$ cat src/rtl/ps2_kbd_pkg.sv
// rtl/ps2_kbd_pkg.sv - shared types and constants for the PS/2 keyboard event decoder
package ps2_kbd_pkg;

  typedef struct packed {
    logic       pause;
    logic       extended;
    logic       released;
    logic [7:0] code;
  } kbd_event_t;

  typedef enum logic [2:0] {
    ST_IDLE,
    ST_EXT,
    ST_BRK,
    ST_EXT_BRK,
    ST_PAUSE
  } dec_state_t;

  localparam logic [7:0] PS2_E0         = 8'hE0;
  localparam logic [7:0] PS2_E1         = 8'hE1;
  localparam logic [7:0] PS2_F0         = 8'hF0;
  localparam logic [7:0] PS2_PAUSE_CODE = 8'h77;
  localparam logic [2:0] PAUSE_SKIP     = 3'd7;

  // Keyboard housekeeping bytes (BAT OK, ACK, resend, overrun) that never become key events
  localparam int N_DISCARD = 5;
  localparam logic [7:0] DISCARD_CODES [N_DISCARD] = '{8'hAA, 8'hFA, 8'hFE, 8'h00, 8'hFF};

  function automatic logic is_discard(input logic [7:0] c);
    logic hit;
    hit = 1'b0;
    for (int i = 0; i < N_DISCARD; i++) begin
      if (c == DISCARD_CODES[i]) hit = 1'b1;
    end
    return hit;
  endfunction

  function automatic logic is_prefix(input logic [7:0] c);
    return (c == PS2_E0) || (c == PS2_E1) || (c == PS2_F0);
  endfunction

endpackage

$ cat src/rtl/ps2_evt_fifo.sv
// rtl/ps2_evt_fifo.sv - synchronous first-word-fall-through FIFO with occupancy count
// Head reads 0 while empty; a pop on an empty FIFO is ignored, a push on a full one is dropped unless paired with a pop.
module ps2_evt_fifo #(
  parameter int WIDTH = 11,
  parameter int DEPTH = 16
) (
  input  logic                   clk,
  input  logic                   rst_n,
  input  logic                   clear,
  input  logic                   wr,
  input  logic [WIDTH-1:0]       wr_data,
  input  logic                   rd,
  output logic [WIDTH-1:0]       rd_data,
  output logic [$clog2(DEPTH):0] count,
  output logic                   full,
  output logic                   empty
);

  localparam int AW = $clog2(DEPTH);
  localparam int CW = AW + 1;

  logic [WIDTH-1:0] mem [DEPTH];
  logic [AW-1:0]    wr_ptr;
  logic [AW-1:0]    rd_ptr;
  logic [CW-1:0]    cnt;
  logic             do_wr;
  logic             do_rd;

  assign empty = (cnt == '0);
  assign full  = (cnt == CW'(DEPTH));
  assign do_rd = rd & ~empty;
  assign do_wr = wr & (~full | do_rd);

  always_ff @(posedge clk or negedge rst_n) begin
    if (!rst_n) begin
      wr_ptr <= '0;
      rd_ptr <= '0;
      cnt    <= '0;
    end else if (clear) begin
      wr_ptr <= '0;
      rd_ptr <= '0;
      cnt    <= '0;
    end else begin
      if (do_wr) wr_ptr <= wr_ptr + 1'b1;
      if (do_rd) rd_ptr <= rd_ptr + 1'b1;
      cnt <= cnt + CW'(do_wr) - CW'(do_rd);
    end
  end

  always_ff @(posedge clk) begin
    if (do_wr && !clear) mem[wr_ptr] <= wr_data;
  end

  assign rd_data = empty ? '0 : mem[rd_ptr];
  assign count   = cnt;

endmodule

$ cat src/rtl/ps2_kbd_event.sv
// rtl/ps2_kbd_event.sv - folds PS/2 set-2 scan-code prefixes into key events and queues them for the CPU
// Optional build macro PS2_TYPEMATIC_FILTER_EN suppresses auto-repeated make events.
module ps2_kbd_event
  import ps2_kbd_pkg::*;
#(
  parameter  int FIFO_DEPTH = 16,
  localparam int CNT_W      = $clog2(FIFO_DEPTH) + 1
) (
  input  logic             clk,
  input  logic             reset_n_i,
  input  logic [7:0]       code_i,
  input  logic             strobe_i,
  input  logic             err_i,
  input  logic             rd_i,
  input  logic             clear_i,
  output logic [10:0]      event_o,
  output logic             empty_o,
  output logic [CNT_W-1:0] count_o,
  output logic             overflow_o,
  output logic             rx_err_o
);

  dec_state_t state;
  dec_state_t state_n;
  logic [2:0] skip;
  logic [2:0] skip_n;
  logic       emit;
  kbd_event_t emit_evt;
  logic       enq;
  logic       evt_valid;
  kbd_event_t evt_q;
  logic       fifo_full;
  logic       overflow;
  logic       rx_err;

  always_ff @(posedge clk or negedge reset_n_i) begin
    if (!reset_n_i) begin
      state <= ST_IDLE;
      skip  <= '0;
    end else if (clear_i) begin
      state <= ST_IDLE;
      skip  <= '0;
    end else begin
      state <= state_n;
      skip  <= skip_n;
    end
  end

  // An E0/E1 seen while already extended restarts decoding as if from idle
  always_comb begin
    state_n = state;
    skip_n  = skip;
    if (err_i) begin
      state_n = ST_IDLE;
      skip_n  = '0;
    end else if (strobe_i) begin
      case (state)
        ST_IDLE, ST_EXT: begin
          if (code_i == PS2_E0) begin
            state_n = ST_EXT;
          end else if (code_i == PS2_E1) begin
            state_n = ST_PAUSE;
            skip_n  = PAUSE_SKIP;
          end else if (code_i == PS2_F0) begin
            state_n = (state == ST_EXT) ? ST_EXT_BRK : ST_BRK;
          end else begin
            state_n = ST_IDLE;
          end
        end
        ST_BRK, ST_EXT_BRK: state_n = ST_IDLE;
        ST_PAUSE: begin
          skip_n = skip - 3'd1;
          if (skip <= 3'd1) begin
            state_n = ST_IDLE;
            skip_n  = '0;
          end
        end
        default: state_n = ST_IDLE;
      endcase
    end
  end

  always_comb begin
    emit     = 1'b0;
    emit_evt = '0;
    if (strobe_i && !err_i) begin
      case (state)
        ST_IDLE: begin
          if (!is_prefix(code_i) && !is_discard(code_i)) begin
            emit     = 1'b1;
            emit_evt = '{pause: 1'b0, extended: 1'b0, released: 1'b0, code: code_i};
          end
        end
        ST_EXT: begin
          if (!is_prefix(code_i)) begin
            emit     = 1'b1;
            emit_evt = '{pause: 1'b0, extended: 1'b1, released: 1'b0, code: code_i};
          end
        end
        ST_BRK: begin
          emit     = 1'b1;
          emit_evt = '{pause: 1'b0, extended: 1'b0, released: 1'b1, code: code_i};
        end
        ST_EXT_BRK: begin
          emit     = 1'b1;
          emit_evt = '{pause: 1'b0, extended: 1'b1, released: 1'b1, code: code_i};
        end
        ST_PAUSE: begin
          if (skip <= 3'd1) begin
            emit     = 1'b1;
            emit_evt = '{pause: 1'b1, extended: 1'b0, released: 1'b0, code: PS2_PAUSE_CODE};
          end
        end
        default: emit = 1'b0;
      endcase
    end
  end

`ifdef PS2_TYPEMATIC_FILTER_EN
  logic [8:0] last_make;
  logic       last_valid;
  logic       repeat_make;

  assign repeat_make = emit && !emit_evt.pause && !emit_evt.released && last_valid &&
                       (last_make == {emit_evt.extended, emit_evt.code});
  assign enq = emit & ~repeat_make;

  // The last key pressed is tracked even if its event is later dropped on a full FIFO
  always_ff @(posedge clk or negedge reset_n_i) begin
    if (!reset_n_i) begin
      last_make  <= '0;
      last_valid <= 1'b0;
    end else if (clear_i || err_i) begin
      last_make  <= '0;
      last_valid <= 1'b0;
    end else if (emit) begin
      if (emit_evt.pause || emit_evt.released) begin
        last_valid <= 1'b0;
      end else begin
        last_make  <= {emit_evt.extended, emit_evt.code};
        last_valid <= 1'b1;
      end
    end
  end
`else
  assign enq = emit;
`endif

  always_ff @(posedge clk or negedge reset_n_i) begin
    if (!reset_n_i) begin
      evt_valid <= 1'b0;
      evt_q     <= '0;
      overflow  <= 1'b0;
      rx_err    <= 1'b0;
    end else if (clear_i) begin
      evt_valid <= 1'b0;
      evt_q     <= '0;
      overflow  <= 1'b0;
      rx_err    <= 1'b0;
    end else begin
      evt_valid <= enq;
      if (enq) evt_q <= emit_evt;
      if (err_i) rx_err <= 1'b1;
      // A full FIFO always has a head, so a same-cycle pop makes room
      if (evt_valid && fifo_full && !rd_i) overflow <= 1'b1;
    end
  end

  ps2_evt_fifo #(
    .WIDTH (11),
    .DEPTH (FIFO_DEPTH)
  ) u_fifo (
    .clk     (clk),
    .rst_n   (reset_n_i),
    .clear   (clear_i),
    .wr      (evt_valid),
    .wr_data (evt_q),
    .rd      (rd_i),
    .rd_data (event_o),
    .count   (count_o),
    .full    (fifo_full),
    .empty   (empty_o)
  );

  assign overflow_o = overflow;
  assign rx_err_o   = rx_err;

endmodule

$ cat config.mk
export PLATFORM = sky130hd
export DESIGN_NAME = ps2_kbd_event
export DESIGN_NICKNAME = d
export VERILOG_FILES = /design/src/rtl/ps2_kbd_pkg.sv /design/src/rtl/ps2_evt_fifo.sv /design/src/rtl/ps2_kbd_event.sv
export SDC_FILE = /design/constraint.sdc
export NUM_CORES = 1
export LEC_CHECK = 0
export ABC_CLOCK_PERIOD_IN_PS = 2450
export BUFFER_PORTS_ARGS = -buffer_cell sky130_fd_sc_hd__buf_2
export CAP_MARGIN = 15
export CORE_UTILIZATION = 55
export DETAILED_ROUTE_END_ITERATION = 10
export HOLD_SLACK_MARGIN = 0.1
export PLACE_DENSITY = 0.79
export SETUP_SLACK_MARGIN = 0.15
export SLEW_MARGIN = 20
export SYNTH_ARGS = -nofsm -noshare
export SYNTH_HDL_FRONTEND = slang
export SYNTH_SLANG_ARGS = --single-unit
$ cat constraint.sdc
create_clock -name clk -period 2.45 [get_ports clk]
set_input_delay 0 -clock clk [delete_from_list [all_inputs] [get_ports clk]]
set_output_delay 0 -clock clk [all_outputs]
set_load 0.005 [all_outputs]
==> qor.yml <==
synth:
  synth-warning-count: 0
  synth_async_sr_flop_share_pct: 15.79
  synth_cells: 489
  synth_top_area_share_pct: 60.95
  seq_area_frac_synth_pct: 70.48
  synth.avg_cell_area_sq_um: 17.73
  synth_top_family_by_area: "multiplexers"
  synth_fa_ha_area_share_pct: 1.962
  ys_ff_latch: 209
  synth_top_flop_cell: "edfxtp_1"
  muxShareOfSynthArea_pct: 14.08
  synth_edf_count: 176
  synth_cell_type_count: 55
  synthXorXnorAreaFrac_pct: 1.010
  yosysTopAreaCell: "edfxtp_1"
  synth_common_cells: "176 x edfxtp_1, 44 x mux4_2, 33 x dfrtp_1, 33 x nor2_1, 23 x mux2i_1"
  syn_area_sq_mm: 0.008671
  synthTopCellsByArea: "edfxtp_1 61%, mux4_2 11%, dfrtp_1 9.5%"
  yosysMostFrequentCell: "edfxtp_1"
  synth_nets: 516
  yosys.area_share.simple_pct: 5.729
  synth-compound-area-share_pct: 4.776
finish:
  fin_util_pct: 68.10
  n_antenna_cell: 0
  nNetsFinal: 595
  fin_area_sq_mm: 0.01043
  drive_above_1_share_pct: 31.96
  syn2layout_area_growth_pct: 20.27
  filler_cell_count: 979
setup_path:
  cpMostUsedCell: "nor2_1"
  reg2reg_to: "u_fifo.count[4]$_DFF_PN0_"
  r2r-start: "u_fifo.count[3]$_DFF_PN0_"
  r2r_cells: 14
  cp.depth: 14
  setup.worst_path.end_class: "flop"
  path_cells: "inv_2 > ha_4 > buf_6 > nor4b_4 > nor2b_2 > ha_1 > inv_2 > ha_4 > fa_2 > a21oi_2 > nor2_1 > nor2_1 > xnor2_1 > nor2_1"
  crit_path_end: "u_fifo.count[4]$_DFF_PN0_"
  cp.required_ps: 2800
  critical-path-max-stage-delay_ps: 390
  crit_path_start_kind: "flop"
  worst-setup-path-type: "reg2reg"
  rrSetupSlack_ps: -60
  critical_path.max_fanout: 2
  cp_top_family: "adder cells"
  cp_num_buf_inv: 3
  cp.arrival_ps: 2860
  crit_start: "u_fifo.count[3]$_DFF_PN0_"
  worst_path_max_delay_cell: "dfrtp_1"
pwr:
  pwr-share-clk_pct: 33.0
  power.density_mw_per_mm2: 914.3
  p_leak_nw: 3.537
  irDropWorstVdd_mv: 0.8307
  intPower_mw: 7.072
  seqPwrFrac_pct: 42.9
  power.total_mw: 9.535
  comb_power_share_pct: 24.0
  p_sw_share_pct: 25.82
  switching_power_mw: 2.462
placed_design:
  dp_hpwl_mm: 11.27
  dpl_cell_area_sq_mm: 0.009209
  routabilityCongestion: 0.8766
  io_buffers: 32
  post-place-ws_ps: -164.5
sta:
  clock.fmax_mhz: 399.2
  hold_violations: 0
  setup_slack_ps: -55.04
  slew_viol_final: 0
  slew_headroom_pct: 49.95
  finalSetupViolCount: 1
  max_slew.worst_pin.slew_ps: 750.7
  finalCriticalPeriod_ps: 2505
  rsz0062_at_grt: "yes"
  skew_ps: 15.93
  finalCritPeriodShare_pct: 102.2
clocking:
  insertion_delay_ps: 490
  clk_pin_slew_ps: 60
  cts_buffer_depth: 3
  ctsRootBufferMaster: "clkbuf_16"
  clock_sinks: 209
  cts_buffers: 21
  htreeDepth: 1
  cts_tree: "built"
run:
  cap_violations: 0
grt:
  grt_pass1_vias: 5077
  grt_util_all_layers_pct: 23.95
  grt_antenna_before_repair: 0
  grt_max_degree: 34
  grt_pass1_wl_mm: 28.81
  grt_overflow_total: 0
routing:
  wl_mm: 19.15
  drc: 0
  antenna_left: 0
  wl_per_cell_um: 24.15
  drt_iter0_drc: 583
  drtPass1Iterations: 6
  viasPerCell: 6.213
  vias: 4927
floorplan:
  start_util_pct: 56.62
  die_x_um: 127.6
  dieArea_sq_mm: 0.01627
  rows: 45
  io_pins: 33
  fp.coreArea_sq_mm: 0.01531
  die_h_um: 127.6
outcome:
  outcome: "complete, but fails checks"
  violations: "setup timing"
worst_hold_path:
  min_path_type: "in2async"
==> per-stage QoR <==
step	TNS, ps	hold WS, ps	cells
final	-55.04	114.2	793
after floorplan	0	-295.6	489
after CTS	-6614	125.3	785
after global placement	-3708	93.94	727
after global routing	-176.5	192.2	793
after detailed placement	-19170	120.6	727
==> registers in the layout, summed over array words and instances, names as in the netlist <==
| register | cells |
|---|---|
| evt_q | 11 |
| evt_valid | 1 |
| overflow_o | 1 |
| rx_err_o | 1 |
| skip | 3 |
| state | 3 |
| u_fifo.count | 5 |
| u_fifo.mem | 176 |
| u_fifo.rd_ptr | 4 |
| u_fifo.wr_ptr | 4 |
==> cell usage in the layout, fill, tap and decap left out, types with 3 or more instances in the layout <==
| cell type | n |
|---|---|
| nand2_1 | 11 |
| edfxtp_1 | 176 |
| dfrtp_1 | 31 |
| clkbuf_1 | 5 |
| inv_2 | 3 |
| xor2_1 | 5 |
| o21a_1 | 3 |
| buf_6 | 3 |
| nor2_1 | 21 |
| dlygate4sd3_1 | 15 |
| nor2b_1 | 10 |
| buf_4 | 22 |
| nand2b_1 | 8 |
| nor3_1 | 3 |
| clkinv_1 | 5 |
| o32a_1 | 6 |
| buf_12 | 9 |
| xnor2_1 | 4 |
| mux2i_1 | 21 |
| nand2_2 | 3 |
| clkbuf_16 | 21 |
| inv_1 | 11 |
| ha_1 | 10 |
| mux4_2 | 44 |
| nor3_4 | 4 |
| o22ai_1 | 10 |
| a21oi_1 | 8 |
| a21oi_2 | 3 |
| buf_2 | 32 |
| bufinv_16 | 3 |
| a32o_1 | 4 |
| nor2_4 | 13 |
==> worst min path at each step <==
stage                         start  slack [ps]                   end
final                     reset_n_i         110  state[1]$_DFFE_PN0P_
after global routing      reset_n_i         190   skip[0]$_DFFE_PN0P_
after CTS                 reset_n_i         130  state[1]$_DFFE_PN0P_
after detailed placement  reset_n_i         120  state[1]$_DFFE_PN0P_
after global placement    reset_n_i          90   skip[0]$_DFFE_PN0P_
after floorplan           reset_n_i        -300  evt_q[0]$_DFFE_PN0P_
==> power by group through the flow <==
| stage | logic (mW) | registers [mW] | clock network [mW] |
|---|---|---|---|
| global route | 2.49 | 4.10 | 3.32 |
| detailed placement | 2.06 | 4.16 | 0 |
| global placement | 1.99 | 4.15 | 0 |
| CTS | 2.21 | 4.09 | 3.19 |
| finish | 2.29 | 4.09 | 3.15 |
| floorplan | 1.38 | 4.09 | 0 |
==> area by class of cell <==
type,instances,area (sq um),share of cell area [%]
clock inverters,11,131.4,1.260
multi-input cells,240,2624,25.16
inverters,14,52.55,0.5039
well taps,211,264.0,2.531
clock buffers,26,544.3,5.219
repair buffers,82,696.9,6.683
flip-flops and latches,209,6116,58.64
==> repair_timing <==
| action | CTS | global route |
|---|---|---|
| hold endpoints to repair | 66 | 0 |
| gates cloned | 0 | 1 |
| hold buffers | 15 | 0 |
| pin swaps | 7 | 17 |
| gates resized for setup | 20 | 36 |
| setup endpoints to repair | 187 | 169 |
| setup buffers | 6 | 7 |
==> cell families (layout without fill, tap and decap cells) <==
kind of cell / after synthesis / count (layout)
simple gates: 95 / 95
xor+xnor: 10 / 10
fa+ha+maj: 13 / 13
flops: 209 / 209
buf+inv: 40 / 133
compound gates: 55 / 55
mux: 67 / 67
==> worst register-to-register path, cell delays in order (launching register included) <==
cell	delay, ps
dfrtp_1	390
inv_2	90
ha_4	140
buf_6	80
nor4b_4	230
nor2b_2	80
ha_1	300
inv_2	50
ha_4	160
fa_2	350
a21oi_2	140
nor2_1	50
nor2_1	140
xnor2_1	140
nor2_1	60
==> layer usage <==
metal | routed length, um | global-route usage (%) | vias up
met1 | 7374 | 32.81 | 2551
met2 | 10230 | 41.53 | 238
met5 | 0 | 0 | -
met4 | 334 | 5.882 | 0
met3 | 1217 | 2.764 | 34
li1 | - | - | 2104
No activity file was read; power rests on OpenSTA's default activity.
